`config.mk`:
```
export PLATFORM = sky130hd
export DESIGN_NAME = alu_cdb_unit
export DESIGN_NICKNAME = d
export VERILOG_FILES = /design/src/rtl/alu_cdb_unit.sv
export SDC_FILE = /design/constraint.sdc
export NUM_CORES = 1
export LEC_CHECK = 0
export CAP_MARGIN = 5
export CELL_PAD_IN_SITES_DETAIL_PLACEMENT = 0
export CELL_PAD_IN_SITES_GLOBAL_PLACEMENT = 1
export CORE_AREA = 2 2 187 226
export CTS_CLUSTER_SIZE = 40
export DETAILED_ROUTE_END_ITERATION = 10
export DIE_AREA = 0 0 189 228
export PLACE_DENSITY_LB_ADDON = 0.3
export SYNTH_ARGS = -nofsm -noshare
export SYNTH_HDL_FRONTEND = slang
export SYNTH_SLANG_ARGS = --single-unit
```
`constraint.sdc`:
```
create_clock -name clk -period 4.95 [get_ports clk]
set_input_delay 1.2375 -clock clk [delete_from_list [all_inputs] [get_ports clk]]
set_output_delay 1.2375 -clock clk [all_outputs]
set_load 0.005 [all_outputs]
```
`src/rtl/alu_cdb_unit.sv`:
```
// Integer execution unit: one-entry execute stage feeding a result FIFO
// that drains onto the common data bus under arbiter grant.
module alu_cdb_unit #(
  parameter int         FIFO_DEPTH = 4,
  parameter logic [4:0] NONE       = 5'b11111
) (
  input  logic        clk,
  input  logic        rst,
  input  logic        rs_valid,
  input  logic [5:0]  alu_opcode,
  input  logic [31:0] alu_op1,
  input  logic [31:0] alu_op2,
  input  logic [4:0]  alu_dest_tag,
  output logic        alu_ready,
  output logic        cdb_req,
  input  logic        cdb_grant,
  output logic        cdb_valid,
  output logic [4:0]  cdb_tag,
  output logic [31:0] cdb_data,
  output logic        illegal_op
);

  localparam int PW = (FIFO_DEPTH > 1) ? $clog2(FIFO_DEPTH) : 1;
  localparam int CW = PW + 1;

  localparam logic [5:0] OP_ADD  = 6'h00;
  localparam logic [5:0] OP_SUB  = 6'h01;
  localparam logic [5:0] OP_AND  = 6'h02;
  localparam logic [5:0] OP_OR   = 6'h03;
  localparam logic [5:0] OP_XOR  = 6'h04;
  localparam logic [5:0] OP_NOR  = 6'h05;
  localparam logic [5:0] OP_SLT  = 6'h06;
  localparam logic [5:0] OP_SLTU = 6'h07;
  localparam logic [5:0] OP_SLL  = 6'h08;
  localparam logic [5:0] OP_SRL  = 6'h09;
  localparam logic [5:0] OP_SRA  = 6'h0A;
  localparam logic [5:0] OP_LUI  = 6'h0B;

  logic          r_ex_valid;
  logic [5:0]    r_ex_op;
  logic [31:0]   r_ex_a;
  logic [31:0]   r_ex_b;
  logic [4:0]    r_ex_tag;

  logic [4:0]    r_fifo_tag  [FIFO_DEPTH];
  logic [31:0]   r_fifo_data [FIFO_DEPTH];
  logic [PW-1:0] r_wr_ptr;
  logic [PW-1:0] r_rd_ptr;
  logic [CW-1:0] r_count;

  logic [31:0]   w_result;
  logic          w_illegal;
  logic          w_accept;
  logic          w_push;
  logic          w_pop;
  logic [CW:0]   w_occ;

  // Ready counts the execute slot so a push can never find the FIFO full
  assign w_occ     = {1'b0, r_count} + {{CW{1'b0}}, r_ex_valid};
  assign alu_ready = w_occ < (CW+1)'(FIFO_DEPTH);
  assign cdb_req   = r_count != '0;
  assign w_accept  = rs_valid && alu_ready;
  assign w_push    = r_ex_valid && (r_ex_tag != NONE);
  assign w_pop     = cdb_req && cdb_grant;

  always_comb begin
    w_result  = '0;
    w_illegal = 1'b0;
    case (r_ex_op)
      OP_ADD:  w_result = r_ex_a + r_ex_b;
      OP_SUB:  w_result = r_ex_a - r_ex_b;
      OP_AND:  w_result = r_ex_a & r_ex_b;
      OP_OR:   w_result = r_ex_a | r_ex_b;
      OP_XOR:  w_result = r_ex_a ^ r_ex_b;
      OP_NOR:  w_result = ~(r_ex_a | r_ex_b);
      OP_SLT:  w_result = {31'b0, $signed(r_ex_a) < $signed(r_ex_b)};
      OP_SLTU: w_result = {31'b0, r_ex_a < r_ex_b};
      OP_SLL:  w_result = r_ex_a << r_ex_b[4:0];
      OP_SRL:  w_result = r_ex_a >> r_ex_b[4:0];
      OP_SRA:  w_result = $unsigned($signed(r_ex_a) >>> r_ex_b[4:0]);
      OP_LUI:  w_result = {r_ex_b[15:0], 16'b0};
      default: w_illegal = 1'b1;
    endcase
  end

  always_ff @(posedge clk) begin
    if (rst) begin
      r_ex_valid <= 1'b0;
      r_ex_op    <= '0;
      r_ex_a     <= '0;
      r_ex_b     <= '0;
      r_ex_tag   <= NONE;
      r_wr_ptr   <= '0;
      r_rd_ptr   <= '0;
      r_count    <= '0;
      cdb_valid  <= 1'b0;
      cdb_tag    <= NONE;
      cdb_data   <= '0;
      illegal_op <= 1'b0;
    end else begin
      r_ex_valid <= w_accept;
      if (w_accept) begin
        r_ex_op  <= alu_opcode;
        r_ex_a   <= alu_op1;
        r_ex_b   <= alu_op2;
        r_ex_tag <= alu_dest_tag;
      end
      illegal_op <= r_ex_valid && w_illegal;
      if (w_push) begin
        r_fifo_tag[r_wr_ptr]  <= r_ex_tag;
        r_fifo_data[r_wr_ptr] <= w_result;
        r_wr_ptr              <= r_wr_ptr + PW'(1);
      end
      cdb_valid <= w_pop;
      if (w_pop) begin
        cdb_tag  <= r_fifo_tag[r_rd_ptr];
        cdb_data <= r_fifo_data[r_rd_ptr];
        r_rd_ptr <= r_rd_ptr + PW'(1);
      end
      if (w_push && !w_pop)
        r_count <= r_count + CW'(1);
      else if (w_pop && !w_push)
        r_count <= r_count - CW'(1);
    end
  end

endmodule

```
==> results.json, run 1 <==
{
  "peakVddDrop_uv": 278,
  "final_common_cell": "nand2_1",
  "rows": 82,
  "finalHoldViolCount": 0,
  "synth-edff-count": 148,
  "synth_warnings": 0,
  "nets": 2294,
  "fin_util": 0.507,
  "cp-startpoint": "r_ex_a[2]",
  "grt_max_degree": 70,
  "area_growth_pct": 14.3,
  "grt_pass1_wl_um": 102000,
  "crit_type": "reg2reg",
  "worst_setup_path_start_kind": "flip-flop",
  "core_area_um2": 41100,
  "status": "completed",
  "wl_per_cell_um": 25.2,
  "cap_violations": 0,
  "r2r_end": "r_fifo_data[1][30]",
  "synth_compound_area_frac": 0.228,
  "chipHeight_um": 228,
  "dr.pass1.iters": 6,
  "end_kind": "flip-flop",
  "ys_seq_area_frac": 0.377,
  "share_comb_of_total_power": 0.391,
  "n_antenna_cell": 0,
  "r2r-start": "r_ex_a[2]",
  "antenna_left": 0,
  "nFillCells": 3914,
  "gpl.final_weighted_congestion": 1.02,
  "clock-sinks": 270,
  "synth-xor-area-share": 0.00623,
  "synth.largest_area_cell": "edfxtp_1",
  "dieWidth_um": 189,
  "rsz0062_at_grt": "no",
  "max_slew_margin": 0.220,
  "synthAdderAreaFrac": 0.0745,
  "clockBufferDepth": 3,
  "synth_area_per_cell_um2": 8.87,
  "port_buffers": 119,
  "clk_pin_slew_worst_paths_ns": 0.06,
  "clk_latency_ns": 0.59,
  "tightest_slew_ns": 1.17,
  "hpwl_um": 50600,
  "swShare": 0.381,
  "syn_nets": 2246,
  "synth_simple_gate_area_share": 0.147,
  "synthArstFlopShare": 0,
  "syn_area_um2": 18300,
  "antenna_found_initial": 0,
  "r2r_slack_ns": 0.62,
  "pin_count": 120,
  "ys_ff_latch": 270,
  "cts_inserted_buffers": 29,
  "placed_area_um2": 20000,
  "regArea_um2": 6900,
  "synth_area_leaders": "edfxtp_1 24%, dfxtp_1 13%, nand2_1 7.2%, ha_1 7.1%, mux4_2 6.8%",
  "synth_top_family_by_area": "compound AO/OA/AOI/OAI gates",
  "drtIter0Drc": 1886,
  "period_share": 0.875,
  "pwr-share-seq": 0.355,
  "synth_cells": 2060,
  "min_period_ns": 4.33,
  "viasPerCell": 6.29,
  "holdWs_ns": 0.451,
  "power_density_nw_per_um2": 389,
  "postLayoutCellArea_um2": 20900,
  "critical_path_arrival_ns": 4.58,
  "dieArea_um2": 43100,
  "synth.distinct_cells": 81,
  "cts_tree": "yes",
  "htree_levels": 1,
  "crit_fanout": 10,
  "total_power_w": 0.00813,
  "max_freq_mhz": 231,
  "cts_resized": 0,
  "hold_path_class": "reg2reg",
  "initial_utilization": 0.444,
  "final_cell_mix": "346 x nand2_1, 245 x a21oi_1, 148 x edfxtp_1",
  "slew_viol_final": 0,
  "yosys-mux-area-fraction": 0.111,
  "setup_violations": 0,
  "power.switching_w": 0.00309,
  "synth_ff_type": "edfxtp_1",
  "via_count": 16800,
  "post_cts.repair.setup_buffers": 0,
  "wirelength_um": 67500,
  "tns_ns": 0,
  "grtUsageTotal": 0.309,
  "drive_gt1_frac": 0.0915,
  "grt_pass1_vias": 16400,
  "yosysTopAreaCellShare": 0.243,
  "pwr-share-clk": 0.254,
  "cts_hold_buf": 0,
  "crit_path_end": "r_fifo_data[1][30]",
  "critPathRequiredTime_ns": 5.20,
  "multi_input_area_um2": 10400,
  "r2r_cells": 12,
  "cts-root-buf": "clkbuf_16",
  "leakage_nw": 7.56,
  "clock_skew_ns": 0.0221,
  "drcViolationCount": 0,
  "power.internal_w": 0.00503,
  "globalRouteOverflowTotal": 0
}
## registers in the layout, summed over array words and instances, names as in the netlist
signal       count
r_ex_b          32
r_fifo_data    128
r_count          3
r_ex_a          32
r_ex_tag         5
cdb_data        32
r_rd_ptr         2
r_wr_ptr         2
cdb_valid        1
r_ex_valid       1
cdb_tag          5
illegal_op       1
r_ex_op          6
r_fifo_tag      20
## worst max-delay path, stage by stage (launching register included)
cell,delay (ns)
dfxtp_1,0.54
inv_1,0.09
ha_1,0.41
nor2b_1,0.18
o211a_1,0.23
o31ai_1,0.49
a21oi_1,0.24
a21o_1,0.29
a31oi_1,0.35
o221ai_1,0.24
mux2i_1,0.16
a2111oi_0,0.50
o21ai_0,0.27
## final cells by class
| cell class | count | share of cell area |
|---|---|---|
| Multi-Input combinational cell | 1531 | 0.498 |
| Sequential cell | 270 | 0.330 |
| Timing Repair Buffer | 177 | 0.0778 |
| Clock buffer | 36 | 0.0379 |
| Tap cell | 546 | 0.0327 |
| Inverter | 99 | 0.0178 |
| Clock inverter | 18 | 0.00569 |
## per-layer routing
layer	track usage	up-vias	wire length (um)
met4	0.157	0	3990
met2	0.504	770	31600
met5	0	-	0
met3	0.0403	197	4630
li1	-	7655	-
met1	0.402	8206	27300
## power groups by stage
| stage | clock [W] | sequential [W] | combinational (W) |
|---|---|---|---|
| after detailed placement | 0 | 0.00293 | 0.00312 |
| after global routing | 0.00222 | 0.00291 | 0.00345 |
| final | 0.00206 | 0.00289 | 0.00318 |
| after global placement | 0 | 0.00292 | 0.00310 |
| after CTS | 0.00213 | 0.00288 | 0.00314 |
| after floorplan | 0 | 0.00285 | 0.00207 |
## how the worst min path moves through the flow
stage                              end          from  slack [ns]  cells after the start
final                     cdb_data[31]  cdb_data[31]        0.45                      2
after global routing       cdb_data[9]   cdb_data[9]        0.47                      2
after CTS                 cdb_data[31]  cdb_data[31]        0.45                      2
after detailed placement  cdb_data[31]  cdb_data[31]        0.45                      2
after global placement    cdb_data[15]  cdb_data[15]        0.44                      2
after floorplan            cdb_data[0]   cdb_data[0]        0.45                      2
## metrics by stage
step	std cells	worst slack [ns]
4_1_cts	2677	0.691
2_1_floorplan	2060	0.849
5_1_grt	2677	0.203
6_report	2677	0.617
3_3_place_gp	2623	0.776
3_5_place_dp	2623	0.720
## kinds of logic after synthesis
| group | Yosys count |
|---|---|
| and+or+nand+nor | 631 |
| AOI/OAI and AO/OA | 647 |
| muxes | 133 |
| buffers and inverters | 259 |
| adders and majority gates | 107 |
| xor gates and xnor gates | 13 |
| DFF | 270 |
## synthesized netlist by cell type, drive strengths merged (13+ instances only)
cell type,instances
clkbuf,118
o31ai,13
nor2,143
a211oi,24
mux4,55
a221o,13
inv,98
o21bai,19
o211ai,26
a21oi,246
a21o,20
mux2i,67
o22ai,18
edfxtp,148
nor4,13
dfxtp,122
o21ai,110
o2111ai,13
a221oi,29
nand3,20
ha,104
nand2,348
nor3,25
nand2b,16
buf,42
o221ai,15
and2,13
No activity file was read; power rests on OpenSTA's default activity.
==> run 2, diff against run 1 <==
Clock period 4.95 ns to 4.7 ns, I/O delays scaled along.
==> run 2 against run 1 <==
Compared with the run above: non-clock buffer count rose by 16; register-to-register slack lost 0.22 ns; final cell count is 0.60% higher; fmax rose by 0.75%; count of clock-buffer cells in the layout grew 5; core utilization is 0.54 points higher; die area unchanged; first-iteration DRC count decreased by 12%; highest routed layer unchanged.
==> results.json, run 2 (synthesis gave the netlist of run 1 again) <==
{
  "status": "completed",
  "htree_levels": 1,
  "setup_violations": 0,
  "initial_utilization": 0.444,
  "clock-sinks": 270,
  "crit_chain": "inv_1 -> ha_1 -> inv_1 -> o21bai_1 -> a311o_1 -> a311o_1 -> a31oi_1 -> o221ai_1 -> mux2i_1 -> a2111oi_0 -> buf_4 -> o21ai_0",
  "regArea_um2": 6900,
  "slew_viol_final": 0,
  "antenna_left": 0,
  "power_density_nw_per_um2": 416,
  "hpwl_um": 51900,
  "critPathSlowestCell": "dfxtp_1",
  "finalHoldViolCount": 0,
  "area_growth_pct": 15.5,
  "wl_per_cell_um": 25.4,
  "clk_pin_slew_worst_paths_ns": 0.06,
  "wirelength_um": 68400,
  "critical_path_arrival_ns": 4.58,
  "chipHeight_um": 228,
  "cts-root-buf": "clkbuf_16",
  "grt_busiest_layer": "met2",
  "port_buffers": 119,
  "fin_util": 0.513,
  "grtUsageTotal": 0.314,
  "antenna_found_initial": 0,
  "drive_gt1_frac": 0.0987,
  "final_cell_mix": "346 x nand2_1, 245 x a21oi_1, 148 x edfxtp_1",
  "drcViolationCount": 0,
  "multi_input_area_um2": 10400,
  "post_cts.repair.setup_buffers": 0,
  "largest_register": "r_fifo_data",
  "cts_hold_buf": 0,
  "grt_max_degree": 104,
  "peakVddDrop_uv": 285,
  "final_common_cell": "nand2_1",
  "nets": 2310,
  "crit_fanout": 10,
  "clock_skew_ns": 0.0218,
  "drtIter0Drc": 1658,
  "leakage_nw": 7.69,
  "grt.met1_usage": 0.419,
  "crit_type": "reg2reg",
  "largest_reg_flops": 128,
  "end_kind": "flip-flop",
  "globalRouteOverflowTotal": 0,
  "grt.met2_usage": 0.511,
  "grt_pass1_vias": 16400,
  "viasPerCell": 6.23,
  "gpl.final_weighted_congestion": 0.979,
  "max_freq_mhz": 233,
  "pin_count": 120,
  "postLayoutCellArea_um2": 21100,
  "clockBufferDepth": 3,
  "worst_slack_ns": 0.400,
  "grt_pass1_wl_um": 103000,
  "via_count": 16800,
  "min_period_ns": 4.30,
  "n_antenna_cell": 0,
  "core_area_um2": 41100,
  "rsz0062_at_grt": "no",
  "nFillCells": 3882,
  "grtUsageMet3": 0.0382,
  "total_power_w": 0.00878,
  "critPathMaxStageDelay_ns": 0.59,
  "crit_buf_inv": 3,
  "critPathRequiredTime_ns": 4.98,
  "dieWidth_um": 189,
  "cts_tree": "yes",
  "max_slew_margin": 0.310,
  "placed_area_um2": 20100,
  "dr.pass1.iters": 6,
  "dieArea_um2": 43100,
  "r2r_slack_ns": 0.40,
  "tightest_slew_ns": 1.01,
  "clk_latency_ns": 0.59,
  "cts_resized": 0,
  "hold_path_class": "reg2reg",
  "cap_violations": 0,
  "cp_top_family": "compound AO/OA/AOI/OAI gates",
  "tns_ns": 0,
  "worst_setup_path_start_kind": "flip-flop",
  "period_share": 0.915,
  "cts_inserted_buffers": 29,
  "rows": 82,
  "dp_slack_ns": 0.537
}
[run 2: cell count changes in the layout (fill, tap and decap cells not counted), sizes merged]
cell / delta
buf: +16
clkinvlp: -2
clkbuf: +5
clkinv: -5
bufinv: +2
[run 2: area by class of cell]
class                   instances  area share
multi-input cells            1531       0.492
flip-flops and latches        270       0.327
repair buffers                193      0.0845
clock buffers                  41      0.0394
well taps                     546      0.0324
inverters                      99      0.0176
clock inverters                13     0.00688
[run 2: final timing paths]
path,from,cells past startpoint,to
worst min-delay path,cdb_data[23],2,cdb_data[23]
worst min register to register,cdb_data[23],2,cdb_data[23]
worst max-delay path,r_ex_a[17],12,r_fifo_data[2][30]
worst max register to register,r_ex_a[17],12,r_fifo_data[2][30]
[run 2: power by group]
| part | internal [W] | leakage (nW) | switching (W) |
|---|---|---|---|
| sequential | 0.00282 | 2.35 | 0.000243 |
| combinational | 0.00131 | 4.87 | 0.00206 |
| clock | 0.00135 | 0.475 | 0.00100 |
| total | 0.00548 | 7.69 | 0.00330 |
[run 2: worst register-to-register path, stage by stage, from the launching register on]
cell and delay [ns]:
dfxtp_1 0.59, inv_1 0.18, ha_1 0.47, inv_1 0.28, o21bai_1 0.15, a311o_1 0.38
a311o_1 0.36, a31oi_1 0.35, o221ai_1 0.22, mux2i_1 0.15, a2111oi_0 0.54, buf_4 0.21
o21ai_0 0.14
[run 2: layer usage]
layer,part of all wire,vias to the layer above
met5,0,-
met4,0.050,0
met3,0.065,162
met2,0.47,764
met1,0.42,8140
li1,-,7699
[run 2: through the flow]
step,std cells,hold WS (ns)
after global placement,2639,0.441
after CTS,2693,0.455
after global routing,2693,0.473
after detailed placement,2639,0.446
after floorplan,2060,0.453
final,2693,0.453
==> run 3, diff against run 2 <==
Settings changed: PLACE_DENSITY set to 0.88, PLACE_DENSITY_LB_ADDON 0.3 to not set.
==> run 3 against run 2 <==
Compared with the run above: die area stayed put; non-clock buffer count is 3 lower; register-to-register slack worse by 0.02 ns; fmax is 0.45% lower; setup slack worse by 0.020 ns; final cell count is 0.19% lower; sequential power hardly changed; power is 2.5% lower; sequential share of layout area is 0.20 points higher; flip-flop and latch count stayed put; clock power is 8.5% lower; largest cell class unchanged; highest routed layer unchanged.
==> results.json, run 3 (synthesis gave the netlist of run 1 again) <==
{
  "initial_utilization": 0.444,
  "power.internal_w": 0.00534,
  "holdWs_ns": 0.451,
  "grt_max_degree": 106,
  "globalRouteOverflowTotal": 0,
  "via_count": 17000,
  "gpl.final_weighted_congestion": 0.977,
  "nFillCells": 3841,
  "multi_input_area_um2": 10400,
  "max_slew_margin": 0.382,
  "tightest_slew_ns": 0.903,
  "cts_inserted_buffers": 28,
  "r2r_cells": 12,
  "tns_ns": 0,
  "min_period_ns": 4.32,
  "area_growth_pct": 14.8,
  "port_buffers": 119,
  "end_kind": "flip-flop",
  "cts_tree": "yes",
  "crit_fanout": 10,
  "chipHeight_um": 228,
  "period_share": 0.919,
  "cp-startpoint": "r_ex_a[2]",
  "status": "completed",
  "r2r_end": "r_fifo_data[1][30]",
  "worst_setup_path_start_kind": "flip-flop",
  "pwr-share-clk": 0.253,
  "regArea_um2": 6900,
  "pin_count": 120,
  "fin_util": 0.510,
  "clock_skew_ns": 0.0182,
  "nets": 2306,
  "rows": 82,
  "cts_resized": 0,
  "setup_violations": 0,
  "post_cts.repair.setup_buffers": 0,
  "cts_hold_buf": 0,
  "viasPerCell": 6.31,
  "drtIter0Drc": 1816,
  "rsz0062_at_grt": "no",
  "hpwl_um": 50100,
  "finalHoldViolCount": 0,
  "drcViolationCount": 0,
  "max_freq_mhz": 232,
  "antenna_left": 0,
  "largest_reg_flops": 128,
  "power_density_nw_per_um2": 408,
  "drive_gt1_frac": 0.0957,
  "r2r_slack_ns": 0.38,
  "clock-sinks": 270,
  "largest_register": "r_fifo_data",
  "grt_pass1_wl_um": 100000,
  "wirelength_um": 66800,
  "power.switching_w": 0.00322,
  "dieArea_um2": 43100,
  "leakage_nw": 7.63,
  "dr.pass1.iters": 8,
  "pwr-share-seq": 0.357,
  "n_antenna_cell": 0,
  "hold_path_class": "reg2reg",
  "peakVddDrop_uv": 258,
  "grt_pass1_vias": 16300,
  "grtUsageTotal": 0.304,
  "critPathRequiredTime_ns": 4.93,
  "critical_path_arrival_ns": 4.55,
  "final_common_cell": "nand2_1",
  "htree_levels": 1,
  "crit_type": "reg2reg",
  "r2r-start": "r_ex_a[2]",
  "slew_viol_final": 0,
  "clockBufferDepth": 3,
  "clk_pin_slew_worst_paths_ns": 0.06,
  "cts-root-buf": "clkbuf_16",
  "crit_path_end": "r_fifo_data[1][30]",
  "final_cell_mix": "346 x nand2_1, 245 x a21oi_1, 148 x edfxtp_1",
  "antenna_found_initial": 0,
  "share_comb_of_total_power": 0.390,
  "clk_latency_ns": 0.57,
  "wl_per_cell_um": 24.8,
  "dieWidth_um": 189,
  "cap_violations": 0,
  "swShare": 0.377,
  "core_area_um2": 41100
}
==> run 3: worst min path at each step <==
stage,from,endpoint,slack (ns),depth (start not counted)
after floorplan,cdb_data[0],cdb_data[0],0.45,2
after global placement,cdb_data[27],cdb_data[27],0.44,2
after detailed placement,cdb_data[14],cdb_data[14],0.45,2
after CTS,cdb_data[14],cdb_data[14],0.46,2
after global routing,cdb_data[30],cdb_data[30],0.47,2
final,cdb_data[14],cdb_data[14],0.45,2
==> run 3: metal layers <==
metal | GRT usage | vias up | wire length [um]
met1 | 0.398 | 8227 | 27000
met3 | 0.0369 | 193 | 4760
li1 | - | 7683 | -
met4 | 0.155 | 0 | 3860
met2 | 0.495 | 865 | 31200
met5 | 0 | - | 0
==> run 3: per-stage QoR <==
| stage | setup WS, ns | power, W | cell area [um^2] | cells |
|---|---|---|---|---|
| 2_1_floorplan | 0.599 | 0.00518 | 18300 | 2060 |
| 3_3_place_gp | 0.585 | 0.00634 | 20100 | 2636 |
| 3_5_place_dp | 0.414 | 0.00638 | 20100 | 2636 |
| 4_1_cts | 0.397 | 0.00856 | 21000 | 2688 |
| 5_1_grt | 0.186 | 0.00900 | 21000 | 2688 |
| 6_report | 0.380 | 0.00856 | 21000 | 2688 |
==> run 3: final cells by class <==
class / instances / share of cell area
clock inverter: 11 / 0.00537
inverter: 99 / 0.0177
multi-input combinational: 1531 / 0.495
sequential: 270 / 0.329
tap: 546 / 0.0326
timing repair buffer: 190 / 0.0827
clock buffer: 41 / 0.0374
==> run 3: power groups by stage <==
stage / sequential [W] / clock, W / combinational, W
finish: 0.00306 / 0.00216 / 0.00334
global route: 0.00309 / 0.00230 / 0.00361
CTS: 0.00306 / 0.00221 / 0.00329
detailed placement: 0.00311 / 0 / 0.00328
global placement: 0.00309 / 0 / 0.00324
floorplan: 0.00300 / 0 / 0.00218
==> run 3: critical path, cell delays in order, from the launching register on <==
cell	delay, ns
dfxtp_1	0.53
inv_1	0.09
ha_1	0.41
nor2b_1	0.18
o211a_1	0.23
o31ai_1	0.40
a21oi_1	0.22
a21o_1	0.29
a31oi_1	0.35
o221ai_1	0.22
mux2i_1	0.14
a2111oi_0	0.61
o21ai_0	0.31
